`src/rtl/axusb_lcd_pkg.sv`:
```
// Shared definitions for the HD44780 character LCD transmitter.
// Holds FSM state codes, LCD command bytes, the power-on init ROM and
// small constant helpers used to size the delay counters.
package axusb_lcd_pkg;

    // Main FSM states
    localparam logic [2:0] ST_PWRON     = 3'd0;
    localparam logic [2:0] ST_INIT      = 3'd1;
    localparam logic [2:0] ST_ROW0_ADDR = 3'd2;
    localparam logic [2:0] ST_ROW0_CHR  = 3'd3;
    localparam logic [2:0] ST_ROW1_ADDR = 3'd4;
    localparam logic [2:0] ST_ROW1_CHR  = 3'd5;

    // HD44780 command bytes
    localparam logic [7:0] LCD_FSET  = 8'h38;  // 8-bit bus, 2 lines, 5x8 font
    localparam logic [7:0] LCD_ON    = 8'h0C;  // display on, cursor off
    localparam logic [7:0] LCD_CLR   = 8'h01;  // clear display
    localparam logic [7:0] LCD_ENTRY = 8'h06;  // increment, no shift
    localparam logic [7:0] LCD_ROW0  = 8'h80;  // DDRAM address 0x00
    localparam logic [7:0] LCD_ROW1  = 8'hC0;  // DDRAM address 0x40

    typedef struct packed {
        logic       long_wait;
        logic [7:0] code;
    } init_entry_t;

    localparam int INIT_LEN = 7;

    // Power-on sequence; the first function-set and the clear need the long wait
    localparam init_entry_t [0:INIT_LEN-1] INIT_ROM = {
        {1'b1, LCD_FSET},
        {1'b0, LCD_FSET},
        {1'b0, LCD_FSET},
        {1'b0, LCD_FSET},
        {1'b0, LCD_ON},
        {1'b1, LCD_CLR},
        {1'b0, LCD_ENTRY}
    };

    function automatic int max2(input int a, input int b);
        return (a > b) ? a : b;
    endfunction

    // Width able to hold 0 .. max_delay-1; terminal counts reload before wrap
    function automatic int cnt_width(input int max_delay);
        return (max_delay > 1) ? $clog2(max_delay) : 1;
    endfunction

endpackage

```
`src/rtl/lcd_byte_tx.sv`:
```
// Purpose: drives one HD44780 write cycle (SETUP, E pulse, HOLD, WAIT) on RS/DB/E.
// Latency: pins update the cycle after start; done pulses in the last WAIT cycle.
// Backpressure: none; start may coincide with done for gap-free back-to-back bytes.
import axusb_lcd_pkg::*;

module lcd_byte_tx #(
    parameter int T_LONG = 131_200,
    parameter int T_CMD  = 1_600,
    parameter int E_PW   = 16,
    parameter int T_SU   = 2
) (
    input  logic       mclk,
    input  logic       rst_n,
    input  logic       start,
    input  logic       rs,
    input  logic [7:0] data,
    input  logic       long_wait,
    output logic       done,
    output logic       lcd_rs,
    output logic [7:0] lcd_db,
    output logic       lcd_e
);

    localparam int CW = cnt_width(max2(T_LONG, max2(T_CMD, max2(E_PW, T_SU))));

    localparam logic [CW-1:0] SU_LAST   = CW'(T_SU - 1);
    localparam logic [CW-1:0] EPW_LAST  = CW'(E_PW - 1);
    localparam logic [CW-1:0] LONG_LAST = CW'(T_LONG - 1);
    localparam logic [CW-1:0] CMD_LAST  = CW'(T_CMD - 1);
    localparam logic [CW-1:0] CNT_ONE   = CW'(1);

    localparam logic [1:0] PH_SETUP = 2'd0;
    localparam logic [1:0] PH_EHIGH = 2'd1;
    localparam logic [1:0] PH_HOLD  = 2'd2;
    localparam logic [1:0] PH_WAIT  = 2'd3;

    logic          busy_q, busy_d;
    logic [1:0]    phase_q, phase_d;
    logic [CW-1:0] cnt_q, cnt_d;
    logic          long_q, long_d;
    logic          rs_q, rs_d;
    logic [7:0]    db_q, db_d;
    logic          e_q, e_d;
    logic [CW-1:0] phase_last;
    logic          phase_end;

    // Terminal count of the phase currently running
    always_comb begin
        phase_last = CMD_LAST;
        case (phase_q)
            PH_SETUP: phase_last = SU_LAST;
            PH_EHIGH: phase_last = EPW_LAST;
            PH_HOLD:  phase_last = SU_LAST;
            default:  phase_last = long_q ? LONG_LAST : CMD_LAST;
        endcase
    end

    assign phase_end = busy_q && (cnt_q == phase_last);
    assign done      = phase_end && (phase_q == PH_WAIT);

    // Phase sequencing; RS/DB are captured only when a byte is launched
    always_comb begin
        busy_d  = busy_q;
        phase_d = phase_q;
        cnt_d   = cnt_q;
        long_d  = long_q;
        rs_d    = rs_q;
        db_d    = db_q;
        e_d     = e_q;
        if (start) begin
            busy_d  = 1'b1;
            phase_d = PH_SETUP;
            cnt_d   = '0;
            long_d  = long_wait;
            rs_d    = rs;
            db_d    = data;
            e_d     = 1'b0;
        end else if (busy_q) begin
            if (phase_end) begin
                cnt_d = '0;
                case (phase_q)
                    PH_SETUP: begin
                        phase_d = PH_EHIGH;
                        e_d     = 1'b1;
                    end
                    PH_EHIGH: begin
                        phase_d = PH_HOLD;
                        e_d     = 1'b0;
                    end
                    PH_HOLD:  phase_d = PH_WAIT;
                    default:  busy_d  = 1'b0;
                endcase
            end else begin
                cnt_d = cnt_q + CNT_ONE;
            end
        end
    end

    // Phase state and pin registers; reset drops every pin low at once
    always_ff @(posedge mclk or negedge rst_n) begin
        if (!rst_n) begin
            busy_q  <= 1'b0;
            phase_q <= PH_SETUP;
            cnt_q   <= '0;
            long_q  <= 1'b0;
            rs_q    <= 1'b0;
            db_q    <= 8'h00;
            e_q     <= 1'b0;
        end else begin
            busy_q  <= busy_d;
            phase_q <= phase_d;
            cnt_q   <= cnt_d;
            long_q  <= long_d;
            rs_q    <= rs_d;
            db_q    <= db_d;
            e_q     <= e_d;
        end
    end

    assign lcd_rs = rs_q;
    assign lcd_db = db_q;
    assign lcd_e  = e_q;

endmodule

```
`src/rtl/lcd_ctrl.sv`:
```
// Purpose: 16x2 HD44780 driver; power-on init, then endless refresh from a 32-byte shadow buffer.
// Latency: buffer writes land on the next edge; a slot is sampled when its byte is launched.
// Backpressure: none; buffer writes are always accepted, fixed delays pace the panel.
import axusb_lcd_pkg::*;

module lcd_ctrl #(
    parameter int T_PWRON = 1_600_000,
    parameter int T_LONG  = 131_200,
    parameter int T_CMD   = 1_600,
    parameter int E_PW    = 16,
    parameter int T_SU    = 2
) (
    input  logic        mclk,
    input  logic        rst_n,
    input  logic        buf_we,
    input  logic [4:0]  buf_addr,
    input  logic [7:0]  buf_data,
    output logic        ready,
    output logic        frame_done,
    output logic [10:0] ax_lcd
);

    localparam int CW = cnt_width(max2(T_PWRON,
                                  max2(T_LONG, max2(T_CMD, max2(E_PW, T_SU)))));

    localparam logic [CW-1:0] PWR_LAST  = CW'(T_PWRON - 1);
    localparam logic [CW-1:0] CNT_ONE   = CW'(1);
    localparam logic [4:0]    INIT_LAST = 5'(INIT_LEN - 1);

    logic [7:0]    shadow_q [32];
    logic [2:0]    state_q, state_d;
    logic [4:0]    idx_q, idx_d;
    logic [CW-1:0] pwr_cnt_q, pwr_cnt_d;
    logic          ready_q, ready_d;
    logic          frame_done_q, frame_done_d;

    logic          launch;
    logic          tx_rs;
    logic [7:0]    tx_data;
    logic          tx_long;
    logic          tx_done;
    logic          lcd_rs;
    logic [7:0]    lcd_db;
    logic          lcd_e;

    // Shadow character buffer, writable in every state
    always_ff @(posedge mclk or negedge rst_n) begin
        if (!rst_n) begin
            for (int i = 0; i < 32; i++) begin
                shadow_q[i] <= 8'h20;
            end
        end else if (buf_we) begin
            shadow_q[buf_addr] <= buf_data;
        end
    end

    // Sequencer: (state, idx) names the byte in flight; the next one launches on done
    always_comb begin
        state_d      = state_q;
        idx_d        = idx_q;
        pwr_cnt_d    = pwr_cnt_q;
        ready_d      = ready_q;
        frame_done_d = 1'b0;
        launch       = 1'b0;
        case (state_q)
            ST_PWRON: begin
                if (pwr_cnt_q == PWR_LAST) begin
                    pwr_cnt_d = '0;
                    state_d   = ST_INIT;
                    idx_d     = 5'd0;
                    launch    = 1'b1;
                end else begin
                    pwr_cnt_d = pwr_cnt_q + CNT_ONE;
                end
            end
            ST_INIT: begin
                if (tx_done) begin
                    launch = 1'b1;
                    if (idx_q == INIT_LAST) begin
                        state_d = ST_ROW0_ADDR;
                        idx_d   = 5'd0;
                        ready_d = 1'b1;
                    end else begin
                        idx_d = idx_q + 5'd1;
                    end
                end
            end
            ST_ROW0_ADDR: begin
                if (tx_done) begin
                    launch  = 1'b1;
                    state_d = ST_ROW0_CHR;
                    idx_d   = 5'd0;
                end
            end
            ST_ROW0_CHR: begin
                if (tx_done) begin
                    launch = 1'b1;
                    if (idx_q == 5'd15) begin
                        state_d = ST_ROW1_ADDR;
                    end else begin
                        idx_d = idx_q + 5'd1;
                    end
                end
            end
            ST_ROW1_ADDR: begin
                if (tx_done) begin
                    launch  = 1'b1;
                    state_d = ST_ROW1_CHR;
                    idx_d   = 5'd16;
                end
            end
            ST_ROW1_CHR: begin
                if (tx_done) begin
                    launch = 1'b1;
                    if (idx_q == 5'd31) begin
                        state_d      = ST_ROW0_ADDR;
                        idx_d        = 5'd0;
                        frame_done_d = 1'b1;
                    end else begin
                        idx_d = idx_q + 5'd1;
                    end
                end
            end
            default: begin
                state_d = ST_PWRON;
                idx_d   = 5'd0;
            end
        endcase
    end

    // Byte for the upcoming (state, idx); character slots are read on the launch edge
    always_comb begin
        tx_rs   = 1'b0;
        tx_data = 8'h00;
        tx_long = 1'b0;
        case (state_d)
            ST_INIT: begin
                tx_data = INIT_ROM[idx_d[2:0]].code;
                tx_long = INIT_ROM[idx_d[2:0]].long_wait;
            end
            ST_ROW0_ADDR: tx_data = LCD_ROW0;
            ST_ROW1_ADDR: tx_data = LCD_ROW1;
            ST_ROW0_CHR, ST_ROW1_CHR: begin
                tx_rs   = 1'b1;
                tx_data = shadow_q[idx_d];
            end
            default: tx_data = 8'h00;
        endcase
    end

    // Sequencer registers and status flags
    always_ff @(posedge mclk or negedge rst_n) begin
        if (!rst_n) begin
            state_q      <= ST_PWRON;
            idx_q        <= 5'd0;
            pwr_cnt_q    <= '0;
            ready_q      <= 1'b0;
            frame_done_q <= 1'b0;
        end else begin
            state_q      <= state_d;
            idx_q        <= idx_d;
            pwr_cnt_q    <= pwr_cnt_d;
            ready_q      <= ready_d;
            frame_done_q <= frame_done_d;
        end
    end

    lcd_byte_tx #(
        .T_LONG (T_LONG),
        .T_CMD  (T_CMD),
        .E_PW   (E_PW),
        .T_SU   (T_SU)
    ) u_byte_tx (
        .mclk      (mclk),
        .rst_n     (rst_n),
        .start     (launch),
        .rs        (tx_rs),
        .data      (tx_data),
        .long_wait (tx_long),
        .done      (tx_done),
        .lcd_rs    (lcd_rs),
        .lcd_db    (lcd_db),
        .lcd_e     (lcd_e)
    );

    // RW is tied low: the panel is written only, never read
    assign ax_lcd     = {lcd_e, 1'b0, lcd_rs, lcd_db};
    assign ready      = ready_q;
    assign frame_done = frame_done_q;

endmodule

```
`config.mk`:
```
export PLATFORM = sky130hd
export DESIGN_NAME = lcd_ctrl
export DESIGN_NICKNAME = d
export VERILOG_FILES = /design/src/rtl/axusb_lcd_pkg.sv /design/src/rtl/lcd_byte_tx.sv /design/src/rtl/lcd_ctrl.sv
export SDC_FILE = /design/constraint.sdc
export NUM_CORES = 1
export LEC_CHECK = 0
export ABC_CLOCK_PERIOD_IN_PS = 4500
export CAP_MARGIN = 20
export CELL_PAD_IN_SITES_DETAIL_PLACEMENT = 1
export CELL_PAD_IN_SITES_GLOBAL_PLACEMENT = 1
export CORE_MARGIN = 3
export CORE_UTILIZATION = 25
export CTS_BUF_LIST = sky130_fd_sc_hd__clkbuf_8
export CTS_CLUSTER_DIAMETER = 60
export CTS_CLUSTER_SIZE = 20
export DETAILED_ROUTE_END_ITERATION = 10
export PLACE_DENSITY_LB_ADDON = 0.1
export RECOVER_POWER = 25
export SLEW_MARGIN = 20
export SYNTH_ARGS = -nofsm -noshare
export SYNTH_HDL_FRONTEND = slang
export SYNTH_SLANG_ARGS = --single-unit
```
`constraint.sdc`:
```
create_clock -name mclk -period 4.5 [get_ports mclk]
set_clock_uncertainty 0.15 [all_clocks]
set_input_delay 1.125 -clock mclk [delete_from_list [all_inputs] [get_ports mclk]]
set_output_delay 1.125 -clock mclk [all_outputs]
set_load 0.02 [all_outputs]
```
==> results of run 1 <==
==> routing by layer <==
| layer | wire (um) | vias to the layer above |
|---|---|---|
| li1 | - | 5403 |
| met5 | 0 | - |
| met3 | 1787 | 89 |
| met4 | 1599 | 0 |
| met1 | 28650 | 6218 |
| met2 | 27050 | 170 |
==> area by class of cell <==
type	instances	area share
Sequential cell	319	0.4260
Multi-Input combinational cell	989	0.4007
Timing Repair Buffer	131	0.06233
Tap cell	846	0.05621
Clock buffer	46	0.03362
Clock inverter	26	0.01641
Inverter	22	0.004518
Antenna cell	1	0.0001329
==> worst max-delay path by stage <==
stage,startpoint,endpoint,cells after the start
4_1_cts,u_byte_tx.phase_q[0],u_byte_tx.lcd_db[3],12
6_report,u_byte_tx.phase_q[0],u_byte_tx.lcd_db[4],13
2_1_floorplan,u_byte_tx.phase_q[0],u_byte_tx.lcd_db[2],12
3_5_place_dp,u_byte_tx.phase_q[0],u_byte_tx.lcd_db[3],12
3_3_place_gp,u_byte_tx.phase_q[0],u_byte_tx.lcd_db[3],12
5_1_grt,u_byte_tx.phase_q[0],u_byte_tx.lcd_db[2],14
==> placed cells by master (no fill, tap or decap), types with 26 or more instances in the layout <==
cell	instances
nor2_1	81
clkdlybuf4s50_1	26
nand2_1	140
nor3_1	47
nand3_1	43
dfrtp_1	287
clkbuf_8	46
buf_4	90
mux2_2	264
a21oi_1	32
dfstp_2	32
==> sequential cells by signal, indices dropped and copies added (netlist names) <==
register           flops
ready                  1
idx_q                  5
u_byte_tx.phase_q      2
u_byte_tx.lcd_rs       1
pwr_cnt_q             21
shadow_q             256
u_byte_tx.cnt_q       18
u_byte_tx.lcd_e        1
u_byte_tx.busy_q       1
u_byte_tx.lcd_db       8
frame_done             1
state_q                3
u_byte_tx.long_q       1
==> cells by family (layout without fill, tap and decap cells) <==
group	count (synthesis)	in the layout	synth area share
muxes	287	287	0.1994
and+or+nand+nor	421	421	0.1255
xor gates and xnor gates	31	31	0.01690
buffers and inverters	117	225	0.03295
other	1	2	0.0002334
adders and majority gates	14	14	0.01090
DFF	319	319	0.4994
AOI/OAI and AO/OA	235	235	0.1147
==> where the power goes <==
part | switching, mW | internal (mW) | leakage (nW)
sequential | 0.239 | 3.35 | 4.06
combinational | 0.381 | 0.469 | 3.40
clock | 1.33 | 1.23 | 0.460
==> repair_timing <==
item | CTS | global route
gates resized for setup | 0 | 2
setup endpoints to repair | 0 | 4
hold endpoints to repair | 0 | 0
==> flow_summary.json, run 1 <==
{
  "status": "finished, violations left",
  "violations": "max-capacitance violations, max-slew violations",
  "design_area_um2": 18830,
  "synth_top_area_cell": "dfrtp_1",
  "timing_worst_setup_path_type": "register to register",
  "cts_hold_buf": 0,
  "grt_pass1_vias": 12770,
  "reg2reg_slack_ns": 0.22,
  "crit_path_max_incr_delay_ns": 0.62,
  "synth_most_common_cell": "dfrtp_1",
  "finalHoldViolCount": 0,
  "cts_setup_buffers": 0,
  "r2r-start": "u_byte_tx.phase_q[0]",
  "syn_area_um2": 16060,
  "slew_headroom": -0.9715,
  "worst_path_max_delay_cell": "or4_1",
  "synthFlopType": "dfrtp_1",
  "max_freq_ghz": 0.2336,
  "ys_top_cells_by_count": "dfrtp_1 (287), mux2_2 (264), nand2_1 (140)",
  "dp_cells": 2307,
  "clk_pin_slew_ns": 0.07,
  "core_um2": 63310,
  "grt_use_met1": 0.2465,
  "p_leak_nw": 7.924,
  "htreeDepth": 2,
  "hold_depth": 1,
  "antenna_found_initial": 1,
  "fin_nets": 1532,
  "die_area_um2": 67340,
  "yosysSeqAreaShare": 0.4994,
  "wirelength_mm": 59.09,
  "hold_path_class": "register to register",
  "drcViolationCount": 0,
  "powerDensity_nw_per_um2": 371.9,
  "final-seq-area_um2": 8023,
  "grt_pass1_wl_mm": 88.52,
  "layout.cells.non_filler": 2380,
  "die_x_um": 259.5,
  "fillers": 7049,
  "grt_util_met3": 0.02663,
  "vias": 11880,
  "grt-ovfl-total": 0,
  "rr_endpoint": "u_byte_tx.lcd_db[4]",
  "drive_gt1_frac": 0.3268,
  "cts.path.max_buffers": 3,
  "synth.avg_cell_area_um2": 11.27,
  "grt_max_degree": 101,
  "slew_viol_final": 98,
  "crit_required_ns": 4.90,
  "fp.dieH_um": 259.5,
  "preCtsSetupSlack_ns": 0.1250,
  "path_buf_inv": 3,
  "finalCriticalPeriod_ns": 4.281,
  "met2_usage": 0.2853,
  "synth_edf_count": 0,
  "crit_path_max_fanout": 31,
  "period_share": 0.9514,
  "start_util": 0.2537,
  "critPathTopFamily": "compound AO/OA/AOI/OAI gates",
  "timing.hold.ws_ns": 0.3273,
  "ios": 29,
  "cp-start-kind": "register",
  "top_usage_layer": "met2",
  "cts_tree": "built",
  "finalSetupTns_ns": 0,
  "post-route-util": 0.2974,
  "holdPathEnd": "pwr_cnt_q[6]",
  "vdd_ir_drop_max_uv": 202.0,
  "place_hpwl_mm": 40.20,
  "finalWeightedCongestion": 0.7878,
  "tightest_slew_ns": 2.957,
  "postRouteAntennaNets": 0,
  "drt_iter0_markers": 616,
  "worst_slack_ns": 0.2185,
  "hp-start": "pwr_cnt_q[6]",
  "crit_chain": "ha_1 > or4_1 > buf_4 > a2111oi_2 > o31ai_2 > buf_4 > a21oi_4 > buf_12 > nor4_1 > or3_1 > o22ai_1 > o22ai_1 > o21ai_1",
  "rsz0062_at_grt": "false",
  "track_usage": 0.1774,
  "synth.net_count": 1455,
  "wire_per_inst_um": 24.83,
  "yosys_warnings": 0,
  "cts_root_buffer": "clkbuf_8",
  "cts_buffers": 39,
  "dpl_cell_area_um2": 17890,
  "multi_input_area_um2": 7546,
  "routed_via_density": 4.992,
  "syn_inst": 1425,
  "drtPass1Iterations": 4,
  "yosys-top-cells-area": "dfrtp_1 (45%), mux2_2 (19%), dfstp_2 (5.2%)",
  "setup_viol": 0,
  "area_growth_pct": 17.22,
  "cts_sinks": 319,
  "insertion_delay_ns": 0.66,
  "rows": 92,
  "drv_cap": 1,
  "crit_path_end_kind": "register",
  "async_reset_ff_frac": 1.000,
  "yosys_register_bits": 319,
  "r2r_cells": 13,
  "arrival_ns": 4.68,
  "synth_cell_type_count": 90,
  "synth_top_area_share": 0.4471,
  "p_total_mw": 7.003,
  "portBuffers": 27
}
No activity file was read; power rests on OpenSTA's default activity.
==> inputs of run 2 (changes only) <==
Settings changed: PLACE_DENSITY_LB_ADDON 0.1 to 0.2, SETUP_SLACK_MARGIN set to 0.4.
==> run 2 against run 1 <==
  * The run still ends with max-capacitance violations, max-slew violations left
  * Critical path depth shrank 1
  * Sequential power barely moved
  * Final area shrank 0.17%
  * Register-to-register slack better by 0.27 ns
  * Total power decreased by 3.7%
  * Count of clock-buffer cells in the layout down 7
  * Critical endpoint is now u_byte_tx.lcd_db[3]
  * Largest cell class unchanged
  * Largest power group unchanged
==> flow_summary.json, run 2 (synthesis results as in run 1) <==
{
  "crit_path_end_kind": "register",
  "routed_via_density": 5.083,
  "wire_per_inst_um": 24.04,
  "cp-start-kind": "register",
  "r2r-start": "u_byte_tx.cnt_q[9]",
  "drcViolationCount": 0,
  "area_growth_pct": 17.02,
  "tightest_slew_ns": 2.055,
  "drtPass1Iterations": 5,
  "status": "finished, violations left",
  "largest_reg_flops": 256,
  "num_antenna_cells": 0,
  "fin_nets": 1517,
  "die_x_um": 259.5,
  "p_leak_nw": 7.836,
  "vdd_ir_drop_max_uv": 152.1,
  "preCtsSetupSlack_ns": -0.03271,
  "mostFrequentLayoutCells": "dfrtp_1 (286), mux2_2 (264), nand2_1 (140)",
  "reg2reg_slack_ns": 0.48,
  "ios": 29,
  "slew_viol_final": 129,
  "drv_cap": 2,
  "die_area_um2": 67340,
  "grt_use_met1": 0.2312,
  "slew_headroom": -0.3698,
  "drt_iter0_markers": 796,
  "met2_usage": 0.2684,
  "wirelength_mm": 56.69,
  "place_hpwl_mm": 37.48,
  "finalCriticalPeriod_ns": 4.016,
  "crit_end": "u_byte_tx.lcd_db[3]",
  "portBuffers": 27,
  "postRouteAntennaNets": 0,
  "setup_viol": 0,
  "crit_path_max_fanout": 18,
  "critPathLaunch": "u_byte_tx.cnt_q[9]",
  "layout_commonest_cell": "dfrtp_1",
  "grt_pass1_vias": 12610,
  "cts_hold_buf": 0,
  "htreeDepth": 2,
  "cts_root_buffer": "clkbuf_8",
  "finalHoldViolCount": 0,
  "start_util": 0.2537,
  "design_area_um2": 18800,
  "crit_required_ns": 4.91,
  "rsz0062_at_grt": "true",
  "cts.path.max_buffers": 3,
  "violations": "max-capacitance violations, max-slew violations",
  "hold_path_class": "register to register",
  "grt-ovfl-total": 0,
  "insertion_delay_ns": 0.64,
  "cts_buffers": 36,
  "max_freq_ghz": 0.2490,
  "period_share": 0.8924,
  "final-seq-area_um2": 8024,
  "powerDensity_nw_per_um2": 358.6,
  "multi_input_area_um2": 7680,
  "top_usage_layer": "met2",
  "fp.dieH_um": 259.5,
  "r2r_cells": 12,
  "clk_pin_slew_ns": 0.09,
  "p_total_mw": 6.742,
  "worst_slack_ns": 0.4843,
  "track_usage": 0.1670,
  "grt_util_met3": 0.02917,
  "dpl_cell_area_um2": 17710,
  "top_register": "shadow_q",
  "timing_worst_setup_path_type": "register to register",
  "cts_sinks": 319,
  "arrival_ns": 4.42,
  "rr_endpoint": "u_byte_tx.lcd_db[3]",
  "grt_pass1_wl_mm": 84.61,
  "fillers": 7022,
  "rows": 92,
  "finalWeightedCongestion": 0.8051,
  "reg_top3": "shadow_q x256, pwr_cnt_q x21, u_byte_tx.cnt_q x18",
  "drive_gt1_frac": 0.3294,
  "cts_tree": "built",
  "grt_max_degree": 74,
  "post-route-util": 0.2969,
  "vias": 11990,
  "antenna_found_initial": 0,
  "core_um2": 63310
}
-- run 2: cell types whose count changed in the layout (fill, tap and decap cells not counted), sizes merged --
cell,before,now
clkinv,5,7
clkinvlp,8,7
buf,101,86
diode,1,0
clkbuf,50,44
inv,31,29
a21o,4,5
-- run 2: report_power, final --
group | internal (mW) | switching, mW | total [mW] | leakage, nW
combinational | 0.464 | 0.379 | 0.843 | 3.38
clock | 1.03 | 1.26 | 2.29 | 0.394
sequential | 3.35 | 0.252 | 3.60 | 4.06
total | 4.85 | 1.89 | 6.74 | 7.84
-- run 2: critical path, stage by stage, from the launching register on --
cell	delay (ns)
dfrtp_2	0.45
or2_1	0.26
or4_4	0.62
a211oi_4	0.35
buf_4	0.20
o211ai_4	0.12
o21ai_4	0.46
buf_12	0.23
nor4_1	0.07
nor4_1	0.46
a211oi_2	0.19
a221o_1	0.29
o21ai_1	0.12
-- run 2: routing by layer --
layer  vias to the layer above  wire [um]
met2                       214      26110
met4                         0       1255
li1                       5349          -
met5                         -          0
met1                      6353      26850
met3                        70       2467
-- run 2: worst min-delay path by stage --
| stage | from | endpoint | slack, ns | depth (start not counted) |
|---|---|---|---|---|
| after detailed placement | pwr_cnt_q[6] | pwr_cnt_q[6] | 0.31 | 1 |
| after global routing | pwr_cnt_q[6] | pwr_cnt_q[6] | 0.33 | 1 |
| final | pwr_cnt_q[6] | pwr_cnt_q[6] | 0.33 | 1 |
| after global placement | pwr_cnt_q[6] | pwr_cnt_q[6] | 0.31 | 1 |
| after floorplan | pwr_cnt_q[6] | pwr_cnt_q[6] | 0.29 | 1 |
| after CTS | rst_n | shadow_q[83] | 0.31 | 1 |
-- run 2: layout make-up --
type,count,share of cell area
clock buffers,39,0.02855
clock inverters,24,0.01444
inverters,22,0.005791
multi-input cells,990,0.4085
flip-flops and latches,319,0.4269
well taps,846,0.05631
repair buffers,117,0.05904
repair inverters,1,0.0004659
-- run 2: metrics by stage --
| stage | hold WS [ns] | instances | setup TNS (ns) |
|---|---|---|---|
| after floorplan | 0.2918 | 1425 | 0 |
| final | 0.3251 | 2358 | 0 |
| after CTS | 0.3128 | 2351 | 0 |
| after global placement | 0.3078 | 2282 | 0 |
| after detailed placement | 0.3111 | 2282 | -0.03762 |
| after global routing | 0.3324 | 2358 | 0 |
-- run 2: timing repair --
item,in CTS,in global routing
pin swaps,2,8
resized for setup,15,22
buffers inserted,5,5
endpoints found under the setup margin,8,16
cloned,1,2
==> inputs of run 3 (changes only) <==
Settings changed: ABC_CLOCK_PERIOD_IN_PS 4500 to 3200, CAP_MARGIN 20 to unset, RECOVER_POWER 25 to unset.
Clock period 4.5 ns to 3.2 ns, I/O delays scaled along.
==> run 3 against run 2 <==
  * Cell count up 11%
  * Highest routed layer is now met5
  * Largest power group unchanged
  * Global-route usage up 1.2 points
  * Setup slack worse by 1.1 ns
  * Critical path type unchanged
  * Final area up 14%
  * Critical path depth up 2
  * Die area unchanged
  * The run ends with negative setup slack left
==> flow_summary.json, run 3 (synthesis results as in run 1) <==
{
  "status": "finished, violations left",
  "violations": "negative setup slack",
  "preCtsSetupSlack_ns": -0.9207,
  "vdd_ir_drop_max_uv": 272.9,
  "portBuffers": 27,
  "grt_pass1_vias": 13940,
  "wire_per_inst_um": 23.10,
  "arrival_ns": 4.20,
  "drcViolationCount": 0,
  "rsz0062_at_grt": "true",
  "die_area_um2": 67340,
  "hold_path_class": "register to register",
  "setup_viol": 22,
  "insertion_delay_ns": 0.65,
  "routed_via_density": 4.964,
  "cp-start-kind": "register",
  "grt-ovfl-total": 0,
  "largest_reg_flops": 256,
  "p_leak_nw": 9.312,
  "finalSetupTns_ns": -7.085,
  "core_um2": 63310,
  "htreeDepth": 2,
  "grt_pass1_wl_mm": 90.98,
  "crit_path_max_fanout": 7,
  "place_hpwl_mm": 41.62,
  "wirelength_mm": 60.65,
  "start_util": 0.2537,
  "fin_nets": 1783,
  "grt_max_degree": 72,
  "cts.path.max_buffers": 3,
  "drt_iter0_markers": 804,
  "ios": 29,
  "clk_pin_slew_ns": 0.10,
  "finalHoldViolCount": 0,
  "drive_gt1_frac": 0.4640,
  "slew_viol_final": 0,
  "finalCriticalPeriod_ns": 3.856,
  "top_register": "shadow_q",
  "cts_tree": "built",
  "drv_cap": 0,
  "drtPass1Iterations": 5,
  "cts_root_buffer": "clkbuf_8",
  "vias": 13040,
  "timing_worst_setup_path_type": "register to register",
  "max_freq_ghz": 0.2593,
  "rows": 92,
  "hold_depth": 2,
  "antenna_found_initial": 4,
  "num_antenna_cells": 0,
  "r2r_cells": 14,
  "fp.dieH_um": 259.5,
  "finalWeightedCongestion": 0.8561,
  "slew_headroom": 0.6119,
  "crit_path_end_kind": "register",
  "postRouteAntennaNets": 0,
  "track_usage": 0.1794,
  "cts_buffers": 35,
  "layout_commonest_cell": "buf_4",
  "worst_slack_ns": -0.6558,
  "crit_required_ns": 3.55,
  "reg_top3": "shadow_q x256, pwr_cnt_q x21, u_byte_tx.cnt_q x18",
  "cts_sinks": 319,
  "die_x_um": 259.5,
  "mostFrequentLayoutCells": "buf_4 (305), dfrtp_1 (286), mux2_2 (263)",
  "powerDensity_nw_per_um2": 444.2,
  "period_share": 1.205,
  "area_growth_pct": 33.53,
  "tightest_slew_ns": 0.5821
}
[run 3: changes by cell type in the layout (fill, tap and decap cells not counted), sizes merged]
cell           previous run  this run
inv                      29        38
dlygate4sd3               0         1
dlymetal6s2s              0         1
clkbuf                   44        39
bufinv                    4         3
a21o                      5         4
clkinvlp                  7         3
clkinv                    7         5
clkdlybuf4s50            26        25
buf                      86       357
[run 3: final timing paths]
kind	start	endpoint	slack, ns
worst max-delay path	u_byte_tx.phase_q[0]	u_byte_tx.lcd_db[6]	-0.66
min in group asynchronous	rst_n	u_byte_tx.lcd_db[2]	0.59
worst max register to register	u_byte_tx.phase_q[0]	u_byte_tx.lcd_db[6]	-0.66
max in group asynchronous	rst_n	shadow_q[173]	1.45
worst min-delay path	u_byte_tx.lcd_rs	u_byte_tx.lcd_rs	0.33
worst min register to register	u_byte_tx.lcd_rs	u_byte_tx.lcd_rs	0.33
[run 3: metal layers]
metal,routed length [um],share of wire,GRT usage
met4,1164,0.019,0.04376
met1,29070,0.48,0.2533
met3,2316,0.038,0.02653
met5,23,0.00038,0
met2,28070,0.46,0.2883
[run 3: area by class of cell]
class	count	area, um^2
multi-input combinational	989	8104
fill	6990	41860
inverter	22	97.59
timing repair buffer	385	3383
tap	846	1059
clock inverter	26	256.5
timing repair inverter	1	3.754
sequential	319	8024
clock buffer	38	523.0
[run 3: critical path: stages (launching register included)]
cell	delay, ns
dfrtp_2	0.45
ha_4	0.19
or4_4	0.62
a211oi_4	0.24
buf_6	0.16
buf_6	0.12
o211ai_4	0.12
o211ai_4	0.37
inv_4	0.10
buf_6	0.15
or3_4	0.34
a221oi_4	0.33
buf_4	0.17
a31oi_4	0.04
a21bo_1	0.19
[run 3: report_power, final]
| part | switching (mW) | internal (mW) |
|---|---|---|
| combinational | 0.563 | 0.718 |
| sequential | 0.362 | 4.71 |
| clock | 1.75 | 1.42 |
| total | 2.68 | 6.85 |
[run 3: through the flow]
step                cells  total power, mW    util  hold WS (ns)  area, um^2
finish               2626            9.528  0.3388        0.3308       21450
global route         2626            10.03  0.3388        0.3668       21450
CTS                  2616            9.650  0.3326        0.3425       21060
detailed placement   2518            6.373  0.3093        0.3221       19580
global placement     2518            6.311  0.3093        0.3193       19580
floorplan            1425            5.845       -        0.2918       16150
[run 3: repair_timing]
action,CTS,global route
endpoints found under the hold margin,46,0
pin swaps,24,22
resized for setup,87,62
endpoints found under the setup margin,32,36
setup buffers,31,9
gates cloned,2,1
hold buffers,1,0
